--- src/rtl/wake_pkg.sv ---
// wake_pkg: shared types and constants for the UART wake manager.
//   state_e         - wake FSM states; encoding is visible on o_State for debug
//   GLITCH_COUNT_W  - width of the saturating rejected-edge counter
//   cnt_width()     - bits needed to hold a count of 0..max_count
package wake_pkg;

  typedef enum logic [2:0] {
    ST_AWAKE    = 3'd0,
    ST_SLEEP    = 3'd1,
    ST_DETECT   = 3'd2,
    ST_SETTLE   = 3'd3,
    ST_WAKE_REQ = 3'd4
  } state_e;

  localparam int GLITCH_COUNT_W = 8;
  localparam logic [GLITCH_COUNT_W-1:0] GLITCH_COUNT_MAX = 8'hFF;

  // Counters never wrap, so they must hold the terminal value itself.
  function automatic int cnt_width(input int max_count);
    return $clog2(max_count + 1);
  endfunction

endpackage

--- src/rtl/rx_sync.sv ---
// rx_sync: STAGES-flop synchroniser for an asynchronous, idle-high line.
// Flops reset to 1 so a line held in reset never looks like a start bit.
//   i_Clock  - sampling clock
//   i_reset  - synchronous active-high reset
//   i_async  - raw asynchronous input
//   o_sync   - synchronised output, STAGES cycles behind the pin
module rx_sync #(
  parameter int STAGES = 2
) (
  input  logic i_Clock,
  input  logic i_reset,
  input  logic i_async,
  output logic o_sync
);

  logic [STAGES-1:0] sync_r;

  // Shift chain: stage 0 samples the pin, the last stage is the output.
  always_ff @(posedge i_Clock) begin
    if (i_reset) begin
      sync_r <= {STAGES{1'b1}};
    end else begin
      sync_r <= {sync_r[STAGES-2:0], i_async};
    end
  end

  assign o_sync = sync_r[STAGES-1];

endmodule

--- src/rtl/wake_manager.sv ---
// wake_manager: parks the UART in sleep and wakes it on a qualified RX start
// edge or on local activity, then restores clocks, waits for the clocks to
// settle and handshakes the wake with the system.
//   i_Clock, i_reset  - clock, synchronous active-high reset
//   i_Sleep           - sleep request level from the power manager
//   i_RX_Serial       - raw RX pin, idle high
//   i_Wake_Ack        - system acknowledge of o_Wake_Req
//   o_Clk_En          - UART datapath clock-gate enable
//   o_Rx_Enable       - UART receiver enable (only while fully awake)
//   o_Wake_Req        - wake request, held until ack or timeout
//   o_Timeout         - one-cycle pulse when the ack never came
//   o_Glitch_Count    - saturating count of rejected wake edges
//   o_State           - FSM state, for debug
module wake_manager
  import wake_pkg::*;
#(
  parameter int SYNC_STAGES   = 2,
  parameter int GLITCH_CYCLES = 8,
  parameter int SETTLE_CYCLES = 16,
  parameter int ACK_TIMEOUT   = 1024
) (
  input  logic       i_Clock,
  input  logic       i_reset,
  input  logic       i_Sleep,
  input  logic       i_RX_Serial,
  input  logic       i_Wake_Ack,
  output logic       o_Clk_En,
  output logic       o_Rx_Enable,
  output logic       o_Wake_Req,
  output logic       o_Timeout,
  output logic [7:0] o_Glitch_Count,
  output logic [2:0] o_State
);

  localparam int GLITCH_W = cnt_width(GLITCH_CYCLES);
  localparam int SETTLE_W = cnt_width(SETTLE_CYCLES);
  localparam int ACK_W    = cnt_width(ACK_TIMEOUT);

  // Terminal compare values: the transition edge itself is the last counted cycle.
  localparam logic [GLITCH_W-1:0] GLITCH_LAST = GLITCH_W'(GLITCH_CYCLES - 1);
  localparam logic [GLITCH_W-1:0] GLITCH_ONE  = GLITCH_W'(1);
  localparam logic [SETTLE_W-1:0] SETTLE_LAST = SETTLE_W'(SETTLE_CYCLES - 1);
  localparam logic [SETTLE_W-1:0] SETTLE_ONE  = SETTLE_W'(1);
  localparam logic [ACK_W-1:0]    ACK_LAST    = ACK_W'(ACK_TIMEOUT - 1);
  localparam logic [ACK_W-1:0]    ACK_ONE     = ACK_W'(1);

  state_e                    state_r;
  logic                      armed_r;
  logic [GLITCH_W-1:0]       glitch_cnt_r;
  logic [SETTLE_W-1:0]       settle_cnt_r;
  logic [ACK_W-1:0]          ack_cnt_r;
  logic [GLITCH_COUNT_W-1:0] glitch_count_r;
  logic                      clk_en_r;
  logic                      rx_enable_r;
  logic                      wake_req_r;
  logic                      timeout_r;
  logic                      rx_s;

  rx_sync #(
    .STAGES (SYNC_STAGES)
  ) u_rx_sync (
    .i_Clock (i_Clock),
    .i_reset (i_reset),
    .i_async (i_RX_Serial),
    .o_sync  (rx_s)
  );

  // Wake FSM with its counters, armed flag and registered outputs.
  always_ff @(posedge i_Clock) begin
    if (i_reset) begin
      state_r        <= ST_AWAKE;
      armed_r        <= 1'b0;
      glitch_cnt_r   <= {GLITCH_W{1'b0}};
      settle_cnt_r   <= {SETTLE_W{1'b0}};
      ack_cnt_r      <= {ACK_W{1'b0}};
      glitch_count_r <= {GLITCH_COUNT_W{1'b0}};
      clk_en_r       <= 1'b1;
      rx_enable_r    <= 1'b1;
      wake_req_r     <= 1'b0;
      timeout_r      <= 1'b0;
    end else begin
      timeout_r <= 1'b0;
      // A low sleep level proves the power manager released the last request.
      if (!i_Sleep) begin
        armed_r <= 1'b1;
      end else begin
        armed_r <= armed_r;
      end

      case (state_r)
        ST_AWAKE: begin
          // Never gate the receiver while a byte is in flight.
          if (i_Sleep && armed_r && rx_s) begin
            state_r     <= ST_SLEEP;
            clk_en_r    <= 1'b0;
            rx_enable_r <= 1'b0;
          end else begin
            state_r <= ST_AWAKE;
          end
        end

        ST_SLEEP: begin
          // RX edge has priority over local wake so the edge is qualified.
          if (!rx_s) begin
            state_r      <= ST_DETECT;
            glitch_cnt_r <= GLITCH_ONE;
          end else if (!i_Sleep) begin
            state_r      <= ST_SETTLE;
            settle_cnt_r <= {SETTLE_W{1'b0}};
            clk_en_r     <= 1'b1;
          end else begin
            state_r <= ST_SLEEP;
          end
        end

        ST_DETECT: begin
          if (rx_s) begin
            state_r      <= ST_SLEEP;
            glitch_cnt_r <= {GLITCH_W{1'b0}};
            if (glitch_count_r != GLITCH_COUNT_MAX) begin
              glitch_count_r <= glitch_count_r + 8'd1;
            end else begin
              glitch_count_r <= glitch_count_r;
            end
          end else if (glitch_cnt_r >= GLITCH_LAST) begin
            state_r      <= ST_SETTLE;
            settle_cnt_r <= {SETTLE_W{1'b0}};
            clk_en_r     <= 1'b1;
          end else begin
            glitch_cnt_r <= glitch_cnt_r + GLITCH_ONE;
          end
        end

        ST_SETTLE: begin
          if (settle_cnt_r >= SETTLE_LAST) begin
            state_r    <= ST_WAKE_REQ;
            ack_cnt_r  <= {ACK_W{1'b0}};
            wake_req_r <= 1'b1;
            // Disarm unless the sleep request is already released this cycle.
            armed_r    <= ~i_Sleep;
          end else begin
            settle_cnt_r <= settle_cnt_r + SETTLE_ONE;
          end
        end

        ST_WAKE_REQ: begin
          if (i_Wake_Ack || (ack_cnt_r >= ACK_LAST)) begin
            state_r     <= ST_AWAKE;
            wake_req_r  <= 1'b0;
            rx_enable_r <= 1'b1;
            clk_en_r    <= 1'b1;
            // An ack on the last allowed cycle still wins over the timeout.
            timeout_r   <= ~i_Wake_Ack;
          end else begin
            ack_cnt_r <= ack_cnt_r + ACK_ONE;
          end
        end

        default: begin
          state_r     <= ST_AWAKE;
          clk_en_r    <= 1'b1;
          rx_enable_r <= 1'b1;
          wake_req_r  <= 1'b0;
        end
      endcase
    end
  end

  assign o_Clk_En       = clk_en_r;
  assign o_Rx_Enable    = rx_enable_r;
  assign o_Wake_Req     = wake_req_r;
  assign o_Timeout      = timeout_r;
  assign o_Glitch_Count = glitch_count_r;
  assign o_State        = state_r;

endmodule

--- config.mk ---
export PLATFORM = sky130hd
export DESIGN_NAME = wake_manager
export DESIGN_NICKNAME = d
export VERILOG_FILES = /design/src/rtl/wake_pkg.sv /design/src/rtl/rx_sync.sv /design/src/rtl/wake_manager.sv
export SDC_FILE = /design/constraint.sdc
export NUM_CORES = 1
export LEC_CHECK = 0
export ABC_AREA = 1
export ABC_CLOCK_PERIOD_IN_PS = 2000
export CORE_UTILIZATION = 42
export CTS_BUF_LIST = sky130_fd_sc_hd__clkbuf_16
export DETAILED_ROUTE_END_ITERATION = 8
export SETUP_SLACK_MARGIN = 0.1
export SLEW_MARGIN = 20
export SYNTH_ARGS = -nofsm -noshare
export SYNTH_HDL_FRONTEND = slang
export SYNTH_SLANG_ARGS = --single-unit
--- constraint.sdc ---
create_clock -name i_Clock -period 2 [get_ports i_Clock]
set_clock_uncertainty 0.2 [all_clocks]
set_input_delay 0.4 -clock i_Clock [delete_from_list [all_inputs] [get_ports i_Clock]]
set_output_delay 0.4 -clock i_Clock [all_outputs]
set_load 0.02 [all_outputs]
**Word-level counts from Yosys, hierarchy flattened**

Index checks and enable logic that the tools add are counted.

- $add $sub $neg: 4
- Multiply operators: 0
- Divide/modulo/power cells: 0
- $lt $le $gt $ge: 3
- Equality and inequality tests: 17
- Shifts and indexed selects: 0
- Muxes and demuxes: 35
- Bitwise logic cells: 7
- Reduce and logical (&&, ||, !) cells: 18

Operator list:

| cell | count |
|---|---|
| 2-to-1 mux 5 bit | 5 |
| 2-to-1 mux 11 bit | 2 |
| one-hot mux 11 bit (2 select lines) | 1 |
| != test 2 bit, second input constant | 9 |
| AND reduction 3 bit | 6 |
| one-hot mux 3 bit (5 select lines) | 1 |
| one-hot mux 5 bit (3 select lines) | 1 |
| 2-to-1 mux 1 bit | 12 |
| 2-to-1 mux 3 bit | 4 |
| 2-to-1 mux 4 bit | 3 |
| adder 11 x 1 -> 11 bit, second input constant | 1 |
| greater-or-equal comparator 11 x 10 -> 1 bit, second input constant | 1 |
| OR reduction 3 bit | 3 |
| adder 8 x 1 -> 8 bit, second input constant | 1 |
| != test 8 bit, second input constant | 1 |
| one-hot mux 4 bit (2 select lines) | 1 |
| inverter 1 bit | 7 |
| AND reduction 7 bit | 1 |
| == test 3 x 2 -> 1 bit, second input constant | 2 |
| != test 3 x 2 -> 1 bit, second input constant | 2 |
| one-hot mux 1 bit (3 select lines) | 2 |
| AND reduction 6 bit | 1 |
| adder 5 x 1 -> 5 bit, second input constant | 1 |
| greater-or-equal comparator 5 x 4 -> 1 bit, second input constant | 1 |
| 12 further kinds | 15 |

- Register bits after elaboration: 38
- Bits in latches: 0
- Bits in writable memories: 0
- Bits in read-only memories: 0
- Input bits: 5
- Word-level logic and storage cells: 95
- Memories: 0

**Depth between registers and ports, before layout**

Gate-level depths: netlist of run 1.

- Word-level depth: 4
- Mapped depth: 12
- Mapped depth without buffers: 12

**Cells and area by module**

Synthesis of run 1 repeated with hierarchy kept, for this count alone.

- Cells, all modules: 274
- Area, all modules: 2015.7 um^2

Modules (own cells, without submodules):

| module | instances | cells each | area each (um^2) | seq. area each (um^2) |
|---|---|---|---|---|
| wake_manager | 1 | 267 | 1956.9 | 720.7 |
| rx_sync | 1 | 7 | 58.8 | 40.0 |

**Worst setup path after synthesis of run 1**

No wires, ideal clock.

- Kind: flip-flop to flip-flop
- Start: register settle_cnt_r[0]
- End: register settle_cnt_r[0]
- Arrival: 1.478 ns
- Required time: 1.687 ns
- Setup slack: 0.210 ns
- Cell stages (with the launch flop): 13
- Path buffers: 0
- Cells stage by stage: dfxtp_1 > ha_1 > nand2_1 > nor2_1 > ha_1 > inv_1 > nand3_1 > nand2_1 > nand2_1 > nor2_4 > o21ai_0 > nand2_1 > nor2_1

- Word-level cells in the longest chain between the ends: 3
- Elaborated cells between the ends (all ways): 6

RTL lines:

| what | RTL line | text |
|---|---|---|
| start, declared | wake_manager.sv:50 | `logic [SETTLE_W-1:0] settle_cnt_r;` |
| start signal, assigned | wake_manager.sv:74 | `settle_cnt_r <= {SETTLE_W{1'b0}};` |
| start signal, assigned | wake_manager.sv:109 | `settle_cnt_r <= {SETTLE_W{1'b0}};` |
| start signal, assigned | wake_manager.sv:127 | `settle_cnt_r <= {SETTLE_W{1'b0}};` |
| adder 5 x 1 -> 5 bit / greater-or-equal comparator 5 x 4 -> 1 bit (equally long branches) | wake_manager.sv:142, wake_manager.sv:135 |  |
| 2-to-1 mux 5 bit / != test 2 bit (equally long branches) | n/a |  |
| one-hot mux 5 bit (3 select lines) / AND reduction 6 bit (equally long branches) | n/a |  |

Parallel ways exist; a longest one is shown, timed or not. The select of a mux whose other input is x is not followed.
A chain may end at the register's enable or synchronous reset.

**Worst setup path in the final report of run 1**

- Start: register glitch_count_r[4], in the netlist o_Glitch_Count[4]
- End: output o_Glitch_Count[4]

RTL lines:

| what | RTL line | text |
|---|---|---|
| start, declared | wake_manager.sv:52 | `logic [GLITCH_COUNT_W-1:0] glitch_count_r;` |
| start signal, assigned | wake_manager.sv:76 | `glitch_count_r <= {GLITCH_COUNT_W{1'b0}};` |
| start signal, assigned | wake_manager.sv:121 | `glitch_count_r <= glitch_count_r + 8'd1;` |
| start signal, assigned | wake_manager.sv:123 | `glitch_count_r <= glitch_count_r;` |
| end, declared | wake_manager.sv:31 | `output logic [7:0] o_Glitch_Count,` |

No word-level cell between the ends.

==> results of run 1 <==
-- power breakdown --
group	switching [W]	internal [W]
Clock	0.000297	0.000450
Combinational	0.000201	0.000124
Sequential	0.0000293	0.000796
Total	0.000527	0.00137
-- cell type report --
class / count / area share
multi-input combinational: 215 / 0.4691
sequential: 38 / 0.2951
timing repair buffer: 29 / 0.1037
clock buffer: 5 / 0.04822
inverter: 31 / 0.04677
tap: 67 / 0.03230
clock inverter: 3 / 0.004822
-- state kept, by name (all words and copies together), names as in the netlist --
name	flops
o_State	3
o_Glitch_Count	8
ack_cnt_r	11
o_Wake_Req	1
settle_cnt_r	5
o_Clk_En	1
armed_r	1
o_Rx_Enable	1
u_rx_sync.sync_r	2
glitch_cnt_r	4
o_Timeout	1
-- metal layers --
layer	GRT usage	vias to the layer above	part of all wire
li1	-	1001	-
met1	0.2446	865	0.50
met2	0.2960	16	0.46
met3	0.04167	6	0.022
met4	0.06536	0	0.016
met5	0	-	0
-- cell families after synthesis --
group                      after synthesis  share of synthesized area
DFF                                     38                     0.3674
AOI/OAI and AO/OA                       45                     0.1190
buffers and inverters                   36                    0.07371
xor gates and xnor gates                 2                   0.008461
and+or+nand+nor                        163                     0.4012
adders and majority gates                5                    0.03021
-- per-stage QoR --
stage / utilization / hold WS [ns]
final: 0.5494 / 0.2211
after global routing: 0.5494 / 0.2511
after global placement: 0.5009 / 0.1927
after floorplan: - / 0.1895
after detailed placement: 0.5009 / 0.1967
after CTS: 0.5285 / 0.2216
-- placed cells by master (no fill, tap or decap), types with 4 or more instances in the layout --
master	count
a21oi_1	20
a21oi_2	5
buf_4	9
clkbuf_16	5
clkdlybuf4s50_1	10
dfxtp_1	34
dfxtp_2	4
dlygate4sd2_1	6
inv_1	25
inv_2	5
nand2_1	63
nand2_2	6
nand3_1	16
nand3_2	5
nand4_1	6
nor2_1	40
nor3_1	4
o21ai_0	9
o21ai_1	5
-- worst min-delay path by stage --
| stage | startpoint | to | slack (ns) | cells past startpoint |
|---|---|---|---|---|
| after floorplan | u_rx_sync.sync_r[0] | u_rx_sync.sync_r[1] | 0.19 | 1 |
| final | u_rx_sync.sync_r[0] | u_rx_sync.sync_r[1] | 0.22 | 1 |
| after global placement | u_rx_sync.sync_r[0] | u_rx_sync.sync_r[1] | 0.19 | 1 |
| after detailed placement | u_rx_sync.sync_r[0] | u_rx_sync.sync_r[1] | 0.20 | 1 |
| after global routing | u_rx_sync.sync_r[0] | u_rx_sync.sync_r[1] | 0.25 | 1 |
| after CTS | u_rx_sync.sync_r[0] | u_rx_sync.sync_r[1] | 0.22 | 1 |
-- timing repair --
action	in CTS	in global routing
gates resized for setup	9	23
buffers inserted	0	3
pin swaps	2	3
setup endpoints to repair	10	29
==> results.yml, run 1 <==
outcome:
  outcome: "finished, final reports clean"
worst_setup_path:
  worstPathArrival_ns: 1.23
  cp_max_fo: 2
  rr_startpoint: "settle_cnt_r[0]"
  reg2reg_slack_ns: 0.19
  cp_num_cells: 1
  path_buf_inv: 1
  rr_endpoint: "settle_cnt_r[0]"
  r2r_cells: 12
  critPathLaunchType: "register"
  timing.critical_path.from: "o_Glitch_Count[4]"
  path_cells: "clkdlybuf4s50_1"
  cp-end-kind: "output pin"
  slowest_delay_ns: 0.61
  timing.critical_path.to: "o_Glitch_Count[4]"
  crit_family: "buffers and inverters"
  crit_slowest_cell: "clkdlybuf4s50_1"
  path_class: "register to output pin"
  crit_required_ns: 1.40
clocking:
  root_buffer: "clkbuf_16"
  htree_levels: 2
  clock-sinks: 38
  cts.reportedPaths.clkPinSlew_ns: 0.06
  cts_buffers: 5
  cts_tree: "yes"
  clk-insertion-delay-late_ns: 0.28
  cts_hold_buf: 0
  clk_path_buf_depth: 2
placement:
  port_buffers: 19
  gp_congestion: 0.8210
  place_hpwl_mm: 3.090
  dp_slack_ns: 0.004662
  postPlaceCellArea_sq_um: 2366
  dp.cells: 377
floorplanning:
  row_count: 25
  pin_count: 20
  dieArea_sq_um: 5215
  die_height_um: 72.22
  core_sq_um: 4723
  die_w_um: 72.22
  initial_core_util: 0.4384
power:
  power_w: 0.001898
  p_per_area_nw_per_um2: 731.3
  cellLeakagePower_nw: 1.165
  vdd_drop_max_mv: 0.4580
sta:
  clock.fmax_mhz: 545.8
  timing.setup.tns_ns: 0
  min_period_over_period: 0.9160
  finalHoldViolCount: 0
  min_period_ns: 1.832
  worst_pin_slew_ns: 0.3681
  rsz0062_at_grt: "yes"
  slew_viol_final: 0
  slew_headroom: 0.7520
  timing.final.ws_setup_ns: 0.1680
  setup_violations: 0
synthesis:
  ys.flop_type: "dfxtp_1"
  yosys-top-cells-area: "dfxtp_1 37%, nand2_1 12%, nor2_1 7.4%"
  synth_nets: 299
  synth-seq-cells: 38
  synth.distinct_cells: 37
  syn_area_per_cell_sq_um: 7.165
  ys_seq_area_frac: 0.3674
  yosysTopAreaCell: "dfxtp_1"
  yosysWarnings: 0
  synthArstFlopShare: 0
  synthTopCellsByCount: "65 x nand2_1, 41 x nor2_1, 38 x dfxtp_1"
  syn_inst: 289
  syn-cell-area_sq_um: 2071
  synth_edf_count: 0
  synth.most_common_cell: "nand2_1"
  synth.top_cell.area_share: 0.3674
routing:
  dr_total_vias: 1888
  wl_per_cell_um: 11.28
  drc_errors: 0
  drt_iter0_markers: 106
  wirelength_mm: 4.376
  antenna_left: 0
  vias_per_cell: 4.866
  firstDrtPassIters: 4
global_routing:
  grt_max_degree: 17
  grt_use_total: 0.1848
  antenna_found_initial: 0
  grt_pass1_wl_mm: 7.527
  grt_overflow: 0
  first_global_vias: 1723
final_layout:
  drive_gt1_frac: 0.1994
  num-fill-cells: 470
  area_growth_pct: 25.32
  diodes: 0
  layout.nets: 330
  post_layout_nonfiller_instances: 388
  regArea_sq_um: 765.7
  multi_input_area_sq_um: 1217
  final_area_sq_um: 2595
job:
  maxCapViolCount: 0
worst_hold_path:
  hold_path.class: "register to register"
(Power assumes the default switching activity.)
==> run 2: changes to the inputs <==
--- a/config.mk
+++ b/config.mk
@@ -7,9 +7,10 @@
 export LEC_CHECK = 0
 export ABC_AREA = 1
 export ABC_CLOCK_PERIOD_IN_PS = 2000
-export CORE_UTILIZATION = 42
+export CORE_UTILIZATION = 25
 export CTS_BUF_LIST = sky130_fd_sc_hd__clkbuf_16
 export DETAILED_ROUTE_END_ITERATION = 8
+export HOLD_SLACK_MARGIN = 0.15
 export SETUP_SLACK_MARGIN = 0.1
 export SLEW_MARGIN = 20
 export SYNTH_ARGS = -nofsm -noshare
==> run 2 against run 1 <==
Utilization fell by 21 points. Final area grew 4.4%. Clock power grew 38%. Worst hold slack got worse by 0.013 ns. Critical path type unchanged. Power grew 15%. Largest power group is now clock. Combinational power barely moved. Global-route usage is 6.7 points lower.
==> results.yml, run 2 (synthesis results as in run 1) <==
outcome:
  outcome: "finished, final reports clean"
worst_setup_path:
  crit_slowest_cell: "clkdlybuf4s50_1"
  timing.critical_path.to: "o_Clk_En"
  r2r_cells: 11
  reg2reg_slack_ns: 0.18
  path_buf_inv: 1
  critPathLaunchType: "register"
  cp_max_fo: 2
  slowest_delay_ns: 0.61
  crit_family: "buffers and inverters"
  timing.critical_path.from: "o_Clk_En"
  cp-end-kind: "output pin"
  path_cells: "clkdlybuf4s50_1"
  worstPathArrival_ns: 1.23
  cp_num_cells: 1
  crit_required_ns: 1.40
  rr_startpoint: "settle_cnt_r[0]"
  rr_endpoint: "ack_cnt_r[9]"
  path_class: "register to output pin"
placement:
  place_hpwl_mm: 3.271
  gp_congestion: 0.7792
  dp_slack_ns: 0.03861
  port_buffers: 19
routing:
  wirelength_mm: 4.768
  firstDrtPassIters: 5
  dr_total_vias: 1961
  wl_per_cell_um: 11.19
  wl_met3_um: 145
  dr.max_layer_used: "met4"
  antenna_left: 0
  vias_per_cell: 4.603
  drc_errors: 0
  met1Wirelength_mm: 2.322
  drt_iter0_markers: 76
  dr_wl_met2_mm: 2.211
sta:
  timing.hold.ws_ns: 0.2076
  slew_headroom: 0.7678
  slew_viol_final: 0
  worst_pin_slew_ns: 0.3457
  setup_violations: 0
  finalHoldViolCount: 0
  rsz0062_at_grt: "no"
  timing.setup.tns_ns: 0
  min_period_over_period: 0.9163
  min_period_ns: 1.833
  clock.fmax_mhz: 545.7
  timing.final.ws_setup_ns: 0.1673
clocking:
  root_buffer: "clkbuf_16"
  cts_hold_buf: 0
  clk_path_buf_depth: 2
  cts_tree: "yes"
  cts_buffers: 5
  clock-sinks: 38
  cts.reportedPaths.clkPinSlew_ns: 0.06
  clk-insertion-delay-late_ns: 0.28
  htree_levels: 2
final_layout:
  final_cell_mix: "63 x nand2_1, 39 x nor2_1, 35 x dfxtp_1, 24 x inv_1, 21 x a21oi_1"
  largest_register: "ack_cnt_r"
  layout.nets: 333
  layout_commonest_cell: "nand2_1"
  area_growth_pct: 30.82
  largest_reg_flops: 11
  drive_gt1_frac: 0.2068
  diodes: 0
power:
  cellLeakagePower_nw: 1.209
  power_w: 0.002190
  p_per_area_nw_per_um2: 808.3
  vdd_drop_max_mv: 0.3601
global_routing:
  grt_pass1_wl_mm: 8.038
  grt_overflow: 0
  first_global_vias: 1795
  grt_max_degree: 19
  grt_use_total: 0.1175
  antenna_found_initial: 0
floorplanning:
  row_count: 32
  dieArea_sq_um: 8651
  core_sq_um: 7888
  pin_count: 20
  initial_core_util: 0.2625
  die_w_um: 93.01
  die_height_um: 93.01
worst_hold_path:
  hold_path.class: "register to register"
job:
  maxCapViolCount: 0
run 2: what timing repair did:
action | in CTS | in global routing
resized for setup | 13 | 20
buffers inserted | 0 | 6
pin swaps | 3 | 6
endpoints found under the setup margin | 20 | 26
cloned | 1 | 0
run 2: metal layers:
layer | track usage | up-vias
li1 | - | 1011
met3 | 0.02195 | 9
met1 | 0.1511 | 910
met5 | 0 | -
met4 | 0.05000 | 0
met2 | 0.1918 | 31
run 2: worst min-delay path by stage:
stage                             start             endpoint  cells after the start
detailed placement  u_rx_sync.sync_r[0]  u_rx_sync.sync_r[1]                      1
global route        u_rx_sync.sync_r[0]  u_rx_sync.sync_r[1]                      1
finish              u_rx_sync.sync_r[0]  u_rx_sync.sync_r[1]                      1
global placement    u_rx_sync.sync_r[0]  u_rx_sync.sync_r[1]                      1
CTS                 u_rx_sync.sync_r[0]  u_rx_sync.sync_r[1]                      1
floorplan           u_rx_sync.sync_r[0]  u_rx_sync.sync_r[1]                      1
run 2: worst reg2reg max path: stages (launching register included):
cell and delay (ns):
dfxtp_4 0.37, ha_4 0.14, nand2_2 0.06, nor2_2 0.10, ha_2 0.18, inv_2 0.05
nand4_4 0.12, nand2_4 0.09, a21oi_4 0.23, nand2_1 0.08, nand2_1 0.06, nor2_1 0.04
run 2: cell type report:
type / count / area [sq um]
repair buffers: 31 / 277.8
flip-flops and latches: 38 / 767.0
inverters: 31 / 123.9
clock inverters: 3 / 68.82
well taps: 102 / 127.6
multi-input cells: 216 / 1219
fillers: 823 / 5179
clock buffers: 5 / 125.1
run 2: power breakdown:
group          internal [W]  switching [W]
registers          0.000797      0.0000342
logic              0.000123       0.000200
clock network      0.000716       0.000318
total               0.00164       0.000553
run 2: metrics by stage:
| step | cells | util | area (sq um) |
|---|---|---|---|
| 5_1_grt | 426 | 0.3434 | 2709 |
| 3_3_place_gp | 411 | 0.3046 | 2402 |
| 3_5_place_dp | 411 | 0.3046 | 2402 |
| 2_1_floorplan | 289 | - | 2071 |
| 4_1_cts | 420 | 0.3307 | 2609 |
| 6_report | 426 | 0.3434 | 2709 |
